==> src/rtl/spi_sched_pkg.sv <==
// Shared types and constants for the round-robin SPI master scheduler.
// Optional burst mode is selected with the SPI_SCHED_BURST_EN macro.
package spi_sched_pkg;

   typedef enum logic [2:0] {
      ST_IDLE,
      ST_ARB,
      ST_XFER,
      ST_DONE,
      ST_GAP
   } state_t;

   // sclk toggles per frame: cpha=0 frames, and cpha=1 frames whose load edge is the ss rise
   localparam logic [4:0] TOGGLES_CPHA0 = 5'd20;
   localparam logic [4:0] TOGGLES_CPHA1 = 5'd18;

   // Frames granted back-to-back to one requester before re-arbitration
   localparam logic [2:0] BURST_LIMIT = 3'd4;

   // True when sclk toggle number n (1-based) is one of the eight shift edges.
   // cont marks a cpha=1 burst continuation, whose load edge is toggle 2 instead of the ss rise.
   function automatic logic is_shift_toggle(input logic [4:0] n, input logic cpha, input logic cont);
      logic [4:0] lo;
      logic [4:0] hi;
      if (!cpha) begin
         return n[0] && (n >= 5'd3) && (n <= 5'd17);
      end
      lo = cont ? 5'd4 : 5'd2;
      hi = cont ? 5'd18 : 5'd16;
      return !n[0] && (n >= lo) && (n <= hi);
   endfunction

endpackage

==> src/rtl/spi_rr_arbiter.sv <==
// Combinational round-robin arbiter: the first active request at or after ptr wins.
module spi_rr_arbiter #(
   parameter int NUM_REQ = 4
) (
   input  logic [NUM_REQ-1:0]         req,
   input  logic [$clog2(NUM_REQ)-1:0] ptr,
   output logic [NUM_REQ-1:0]         grant
);

   localparam int PW = $clog2(NUM_REQ);

   // Scan requesters starting at ptr, wrapping once, and grant the first one found
   always_comb begin
      logic found;
      int   pos;
      logic [PW-1:0] idx;
      // NOTE: every variable written here gets a value before any branch, so no latch is inferred.
      grant = '0;
      found = 1'b0;
      for (int i = 0; i < NUM_REQ; i++) begin
         pos = int'(ptr) + i;
         idx = PW'((pos >= NUM_REQ) ? pos - NUM_REQ : pos);
         if (!found && req[idx]) begin
            grant[idx] = 1'b1;
            found      = 1'b1;
         end
      end
   end

endmodule

==> src/rtl/spi_master_sched.sv <==
// Round-robin SPI master: arbitrates NUM_REQ requesters onto one SPI bus, one byte per frame.
// Holds the frame FSM, sclk divider, toggle counter and shift registers.
// Define SPI_SCHED_BURST_EN to let a requester keep the bus for up to BURST_LIMIT frames.
module spi_master_sched
   import spi_sched_pkg::*;
#(
   parameter int NUM_REQ = 4,
   parameter int NUM_SS  = 4,
   parameter int CLK_DIV = 4,
   parameter int GAP     = 2
) (
   input  logic                                                 clk,
   input  logic                                                 reset,
   input  logic [NUM_REQ-1:0]                                   req,
   input  logic [8*NUM_REQ-1:0]                                 req_data,
   input  logic [((NUM_SS > 1) ? $clog2(NUM_SS) : 1)*NUM_REQ-1:0] req_ss_sel,
   input  logic                                                 cfg_cpol,
   input  logic                                                 cfg_cpha,
   output logic [NUM_REQ-1:0]                                   grant,
   output logic                                                 done,
   output logic [7:0]                                           rd_data,
   output logic                                                 busy,
   output logic                                                 sclk,
   output logic [NUM_SS-1:0]                                    ss,
   output logic                                                 mosi,
   input  logic                                                 miso
);

   localparam int SSW = (NUM_SS > 1) ? $clog2(NUM_SS) : 1;
   localparam int PW  = $clog2(NUM_REQ);
   localparam int DW  = $clog2(CLK_DIV);
   localparam int GW  = (GAP > 1) ? $clog2(GAP) : 1;
`ifdef SPI_SCHED_BURST_EN
   localparam logic BURST_EN = 1'b1;
`else
   localparam logic BURST_EN = 1'b0;
`endif

   state_t              state, state_nxt;
   logic [NUM_REQ-1:0]  arb_grant;
   logic [PW-1:0]       rr_ptr, win, win_nxt;
   logic [7:0]          arb_data, win_data, tx_sr, rx_sr;
   logic [SSW-1:0]      arb_sel;
   logic [NUM_SS-1:0]   arb_ss;
   logic                arb_sel_ok, sel_ok_q, cpol_q, cpha_q, cont_q;
   logic [DW-1:0]       div;
   logic [4:0]          tcnt, tog_n, tog_total;
   logic [2:0]          burst_cnt;
   logic [GW-1:0]       gap_cnt;
   logic                toggle_tick, pre_tick, last_toggle, cont_next;

   spi_rr_arbiter #(.NUM_REQ(NUM_REQ)) u_arb (
      .req   (req),
      .ptr   (rr_ptr),
      .grant (arb_grant)
   );

   // Decode the arbitration winner and the current owner into their byte and slave select
   always_comb begin
      win_nxt  = '0;
      arb_data = '0;
      arb_sel  = '0;
      win_data = '0;
      arb_ss   = '0;
      for (int i = 0; i < NUM_REQ; i++) begin
         if (arb_grant[i]) win_nxt = PW'(i);
      end
      for (int i = 0; i < NUM_REQ; i++) begin
         if (PW'(i) == win_nxt) begin
            arb_data = req_data[i*8 +: 8];
            arb_sel  = req_ss_sel[i*SSW +: SSW];
         end
         if (PW'(i) == win) win_data = req_data[i*8 +: 8];
      end
      for (int j = 0; j < NUM_SS; j++) begin
         if (SSW'(j) == arb_sel) arb_ss[j] = 1'b1;
      end
      arb_sel_ok = (int'(arb_sel) < NUM_SS);
   end

   assign tog_n       = tcnt + 5'd1;
   assign tog_total   = (cpha_q && !cont_q) ? TOGGLES_CPHA1 : TOGGLES_CPHA0;
   assign toggle_tick = (state == ST_XFER) && (div == DW'(CLK_DIV - 1));
   assign pre_tick    = (state == ST_XFER) && (div == DW'(CLK_DIV - 2)) && is_shift_toggle(tog_n, cpha_q, cont_q);
   assign last_toggle = toggle_tick && (tog_n == tog_total);
   assign cont_next   = BURST_EN && req[win] && (burst_cnt < BURST_LIMIT - 3'd1);

   // State register
   always_ff @(posedge clk) begin
      // NOTE: sequential state uses non-blocking assignments so all registers update from pre-edge values.
      if (reset) state <= ST_IDLE;
      else       state <= state_nxt;
   end

   // Next-state logic: IDLE -> ARB -> XFER -> DONE -> (XFER in a burst | GAP) -> IDLE
   always_comb begin
      state_nxt = state;
      unique case (state)
         ST_IDLE: if (|req) state_nxt = ST_ARB;
         ST_ARB:  state_nxt = (|arb_grant) ? ST_XFER : ST_IDLE;
         ST_XFER: if (last_toggle) state_nxt = ST_DONE;
         ST_DONE: state_nxt = cont_q ? ST_XFER : ST_GAP;
         ST_GAP:  if (gap_cnt == GW'(GAP - 1)) state_nxt = ST_IDLE;
         default: state_nxt = ST_IDLE;
      endcase
   end

   // Frame datapath: latch at grant, divide sclk, shift bits, publish the rx byte, advance the pointer
   always_ff @(posedge clk) begin
      if (reset) begin
         // NOTE: datapath registers are reset as well, so pins and rd_data are defined straight out of reset.
         rr_ptr    <= '0;
         win       <= '0;
         tx_sr     <= '0;
         rx_sr     <= '0;
         rd_data   <= '0;
         ss        <= '0;
         mosi      <= 1'b0;
         sclk      <= cfg_cpol;
         cpol_q    <= cfg_cpol;
         cpha_q    <= 1'b0;
         sel_ok_q  <= 1'b0;
         div       <= '0;
         tcnt      <= '0;
         cont_q    <= 1'b0;
         burst_cnt <= '0;
         gap_cnt   <= '0;
      end else begin
         unique case (state)
            ST_IDLE: sclk <= cfg_cpol;
            ST_ARB: if (|arb_grant) begin
               win       <= win_nxt;
               tx_sr     <= arb_data;
               sel_ok_q  <= arb_sel_ok;
               ss        <= arb_ss;
               cpol_q    <= cfg_cpol;
               cpha_q    <= cfg_cpha;
               sclk      <= cfg_cpol;
               div       <= '0;
               tcnt      <= '0;
               cont_q    <= 1'b0;
               burst_cnt <= '0;
            end
            ST_XFER: begin
               // mosi and the miso sample move one clk ahead of each shift edge
               if (pre_tick) begin
                  mosi  <= tx_sr[0];
                  tx_sr <= tx_sr >> 1;
                  rx_sr <= {miso, rx_sr[7:1]};
               end
               if (toggle_tick) begin
                  div  <= '0;
                  sclk <= ~sclk;
                  tcnt <= tog_n;
               end else begin
                  div <= div + 1'b1;
               end
               if (last_toggle) begin
                  rd_data <= sel_ok_q ? rx_sr : 8'h00;
                  cont_q  <= cont_next;
                  if (!cont_next) ss <= '0;
               end
            end
            ST_DONE: begin
               rr_ptr <= (win == PW'(NUM_REQ - 1)) ? '0 : win + 1'b1;
               if (cont_q) begin
                  burst_cnt <= burst_cnt + 3'd1;
                  tx_sr     <= win_data;
                  div       <= '0;
                  tcnt      <= '0;
               end else begin
                  gap_cnt <= '0;
               end
            end
            ST_GAP: gap_cnt <= gap_cnt + 1'b1;
            default: ;
         endcase
      end
   end

   // Grant follows the arbiter during ARB and the latched owner for the rest of the frame
   always_comb begin
      grant = '0;
      if (state == ST_ARB)
         grant = arb_grant;
      else if ((state == ST_XFER) || ((state == ST_DONE) && cont_q))
         grant = NUM_REQ'(1) << win;
   end

   assign done = (state == ST_DONE);
   assign busy = (state != ST_IDLE);

endmodule

==> config.mk <==
export PLATFORM = sky130hd
export DESIGN_NAME = spi_master_sched
export DESIGN_NICKNAME = d
export VERILOG_FILES = /design/src/rtl/spi_sched_pkg.sv /design/src/rtl/spi_rr_arbiter.sv /design/src/rtl/spi_master_sched.sv
export SDC_FILE = /design/constraint.sdc
export NUM_CORES = 1
export LEC_CHECK = 0
export CAP_MARGIN = 20
export CORE_MARGIN = 8
export CORE_UTILIZATION = 52
export DETAILED_ROUTE_END_ITERATION = 10
export PLACE_DENSITY = 0.79
export SLEW_MARGIN = 20
export SYNTH_ARGS = -nofsm -noshare
export SYNTH_HDL_FRONTEND = slang
export SYNTH_HIERARCHICAL = 1
export SYNTH_SLANG_ARGS = --single-unit
==> constraint.sdc <==
create_clock -name clk -period 4 [get_ports clk]
set_input_delay 0.4 -clock clk [delete_from_list [all_inputs] [get_ports clk]]
set_output_delay 0.4 -clock clk [all_outputs]
set_load 0.005 [all_outputs]
==> results.txt <==
share of the synthesized area in the top cell type: 28.1%
fmax: 280 MHz
RSZ-0062 raised after global routing: no
drt initial violations: 198
vias in the first global route: 2,993
Nets: 519
FFs w/ async S/R, synth: 0%
H-Tree Depth: 2
Critical Path Source Type: flop
remaining global-route overflow: 0
WL per Instance: 16.3 µm
Syn Inst Count: 404
Clock Latency Late Sink: 310 ps
core area: 6240 µm²
Fin Setup TNS: 0 ps
CTS tree: built
most common cell in the netlist: a21oi_1
largest area contributor in the netlist: dfxtp_1
multi-input logic area: 2090 µm²
Row Count: 29
maxcap violations: 0
Max Slew Vio Count: 0
Final min period: 3580 ps
Worst R2R Setup Slack: 660 ps
die area: 9100 µm²
Fin. Hold Viols: 0
headroom to the max-slew limit: 52.3%
Synth Area in Compound Gates: 29.6%
Placed Cells: 524
routability-driven placement congestion ratio: 0.879
R2R Path Start: rr_ptr[0]$_SDFFE_PP0P_
fillcell total: 565
Max clock buf depth: 2
Hold EP: rd_data[5]$_SDFFE_PP0P_
Synth Area in XOR/XNOR: 0.802%
Setup Slack @ Placement: 574 ps
root buf cell: clkbuf_8
clock slew at reported path FFs: 90 ps
Clock Skews: 10.7 ps
hold slack: 456 ps
PostCTS Resize Cnt: 0
DR vias: 3,263
Simple-Gate Fraction of Synth Area: 17.2%
postcts setup bufs: 0
Post-route DRC: 0
Adder-Cell Fraction of Synth Area: 6.11%
Unique masters post-synth: 62
Ports: 69
pwr/cell area: 348 nW/µm²
final setup fails: 0
final period utilization: 89.4%
Synth Net Count: 469
RR Endpoint: tx_sr[1]$_SDFFE_PP0P_
Avg Synthesized Cell Area: 8.11 µm²
critical path type: flop to primary output
Tightest Pin Transition: 714 ps
status: finished, final reports clean
CP required: 3600 ps
gr usage total: 19.3%
Detail Placement HPWL: 6540 µm
clock sink count: 47
initial antenna violation count: 0
largest net degree at the start of global routing: 28
total inserted antenna cells: 0
Leak: 1.42 nW
hold path depth: 2
Hold-fix buffers, CTS: 0
commonest cells in the netlist: a21oi_1 (48), dfxtp_1 (46), o21ai_0 (36), nand2_1 (33), nand3_1 (28)
mux cell area share after synthesis: 10.1%
top_reg_cell synth: dfxtp_1
worst min path class: flop to flop
min-delay src: rd_data[5]$_SDFFE_PP0P_
critical path arrival: 3180 ps
Die Ht: 95.4 µm
synth top area cells: dfxtp_1 (28%), a21oi_1 (7.3%), ha_1 (6.1%)
sequential share of the synthesized area: 29.0%
drt pass-1 iters: 5
VDD IR-drop max: 210 µV
starting density of the core: 52.5%
PnR worst setup slack: 422 ps
share of layout cells above drive strength 1: 8.79%
first-pass GRT wire length: 14,300 µm
Worst Path Max Fanout: 9
total CTS buffers: 5
post-route insts no fill: 532
Post-synth EDFFs: 1
Detailed Route WL: 8650 µm
Area Overhead vs Synth: 23.7%
post-route ant nets: 0
IO Port Bufs: 68
YS warnings: 6
Worst Reg2Reg Path Length in Cells: 12
via/cell ratio: 6.13
FF+latch area: 951 µm²
synthesized cell area: 3280 µm²
die width: 95.4 µm
synthesis-stage register bit count: 47
largest family of logic cells by synthesized area: compound AO/OA/AOI/OAI gates
Crit. End Element: primary output
sequential cells by signal, indices dropped and copies added (netlist names):
register and cells:
win 2, gap_cnt 1, sclk 1, cpha_q 1, rx_sr 8, state 3
mosi 1, rd_data 8, rr_ptr 2, tx_sr 8, sel_ok_q 1, div 2
tcnt 5, ss 4
worst max-delay path, stage by stage (launching register included):
cell             delay, ps
dfxtp_1                550
inv_1                  150
ha_1                   360
mux4_2                 400
nor4b_4                350
nand2_1                 90
o211ai_1               250
a22o_1                 220
clkdlybuf4s50_1        500
cell type report:
type,count,area share [%]
multi-input combinational,304,51.6
sequential,47,23.5
timing repair buffer,78,18.6
clock buffer,5,1.70
clock inverter,3,0.556
inverter,18,1.67
tap,77,2.38
report_power, final:
part	internal [mW]	leakage, nW	switching [mW]	total [mW]
logic	0.265	0.992	0.288	0.553
clock network	0.125	0.0485	0.171	0.297
registers	0.512	0.384	0.0490	0.561
worst max-delay path by stage:
| stage | startpoint | to | slack (ps) | cells past startpoint |
|---|---|---|---|---|
| floorplan | rr_ptr[0]$_SDFFE_PP0P_ | tx_sr[2]$_SDFFE_PP0P_ | 860 | 13 |
| detailed placement | req[3] | tx_sr[3]$_SDFFE_PP0P_ | 570 | 11 |
| finish | rr_ptr[0]$_SDFFE_PP0P_ | grant[2] | 420 | 8 |
| global route | rr_ptr[0]$_SDFFE_PP0P_ | grant[2] | 140 | 8 |
| global placement | req[3] | tx_sr[3]$_SDFFE_PP0P_ | 620 | 11 |
| CTS | rr_ptr[0]$_SDFFE_PP0P_ | grant[2] | 390 | 8 |
cell usage in the layout, fill, tap and decap left out, drive strengths merged, types with 5 or more instances in the layout:
| cell | Yosys | routed |
|---|---|---|
| clkdlybuf4s50 | 0 | 68 |
| mux2 | 7 | 7 |
| o221ai | 7 | 7 |
| nor2 | 17 | 17 |
| dfxtp | 46 | 46 |
| nand2 | 33 | 33 |
| buf | 10 | 10 |
| nand3 | 28 | 28 |
| ha | 16 | 16 |
| a211oi | 19 | 19 |
| a21oi | 48 | 48 |
| a221oi | 7 | 7 |
| mux2i | 15 | 15 |
| clkbuf | 25 | 5 |
| o21ai | 41 | 41 |
| inv | 17 | 18 |
per-stage QoR:
step	utilization [%]	power (mW)	area, µm²
6_report	65.0	1.41	4050
3_5_place_dp	63.5	1.12	3960
4_1_cts	65.0	1.41	4050
3_3_place_gp	63.5	1.11	3960
5_1_grt	65.0	1.50	4050
2_1_floorplan	-	0.931	3280
cells by family (layout without fill, tap and decap cells):
kind of cell	after synthesis	in the layout
XOR/XNOR	3	3
flip-flops	47	47
buffers and inverters	53	104
AO/OA/AOI/OAI	150	150
adder cells (fa/ha/maj)	16	16
AND/OR/NAND/NOR	109	109
multiplexers	26	26
per-layer routing:
| metal | vias up | GRT usage [%] | part of all wire (%) |
|---|---|---|---|
| met5 | - | 0 | 0 |
| met4 | 0 | 4.35 | 0.92 |
| met3 | 8 | 3.94 | 4.1 |
| met2 | 63 | 34.8 | 52 |
| met1 | 1589 | 23.0 | 43 |
| li1 | 1603 | - | - |
Note: power is estimated with default switching activity, not from simulation.
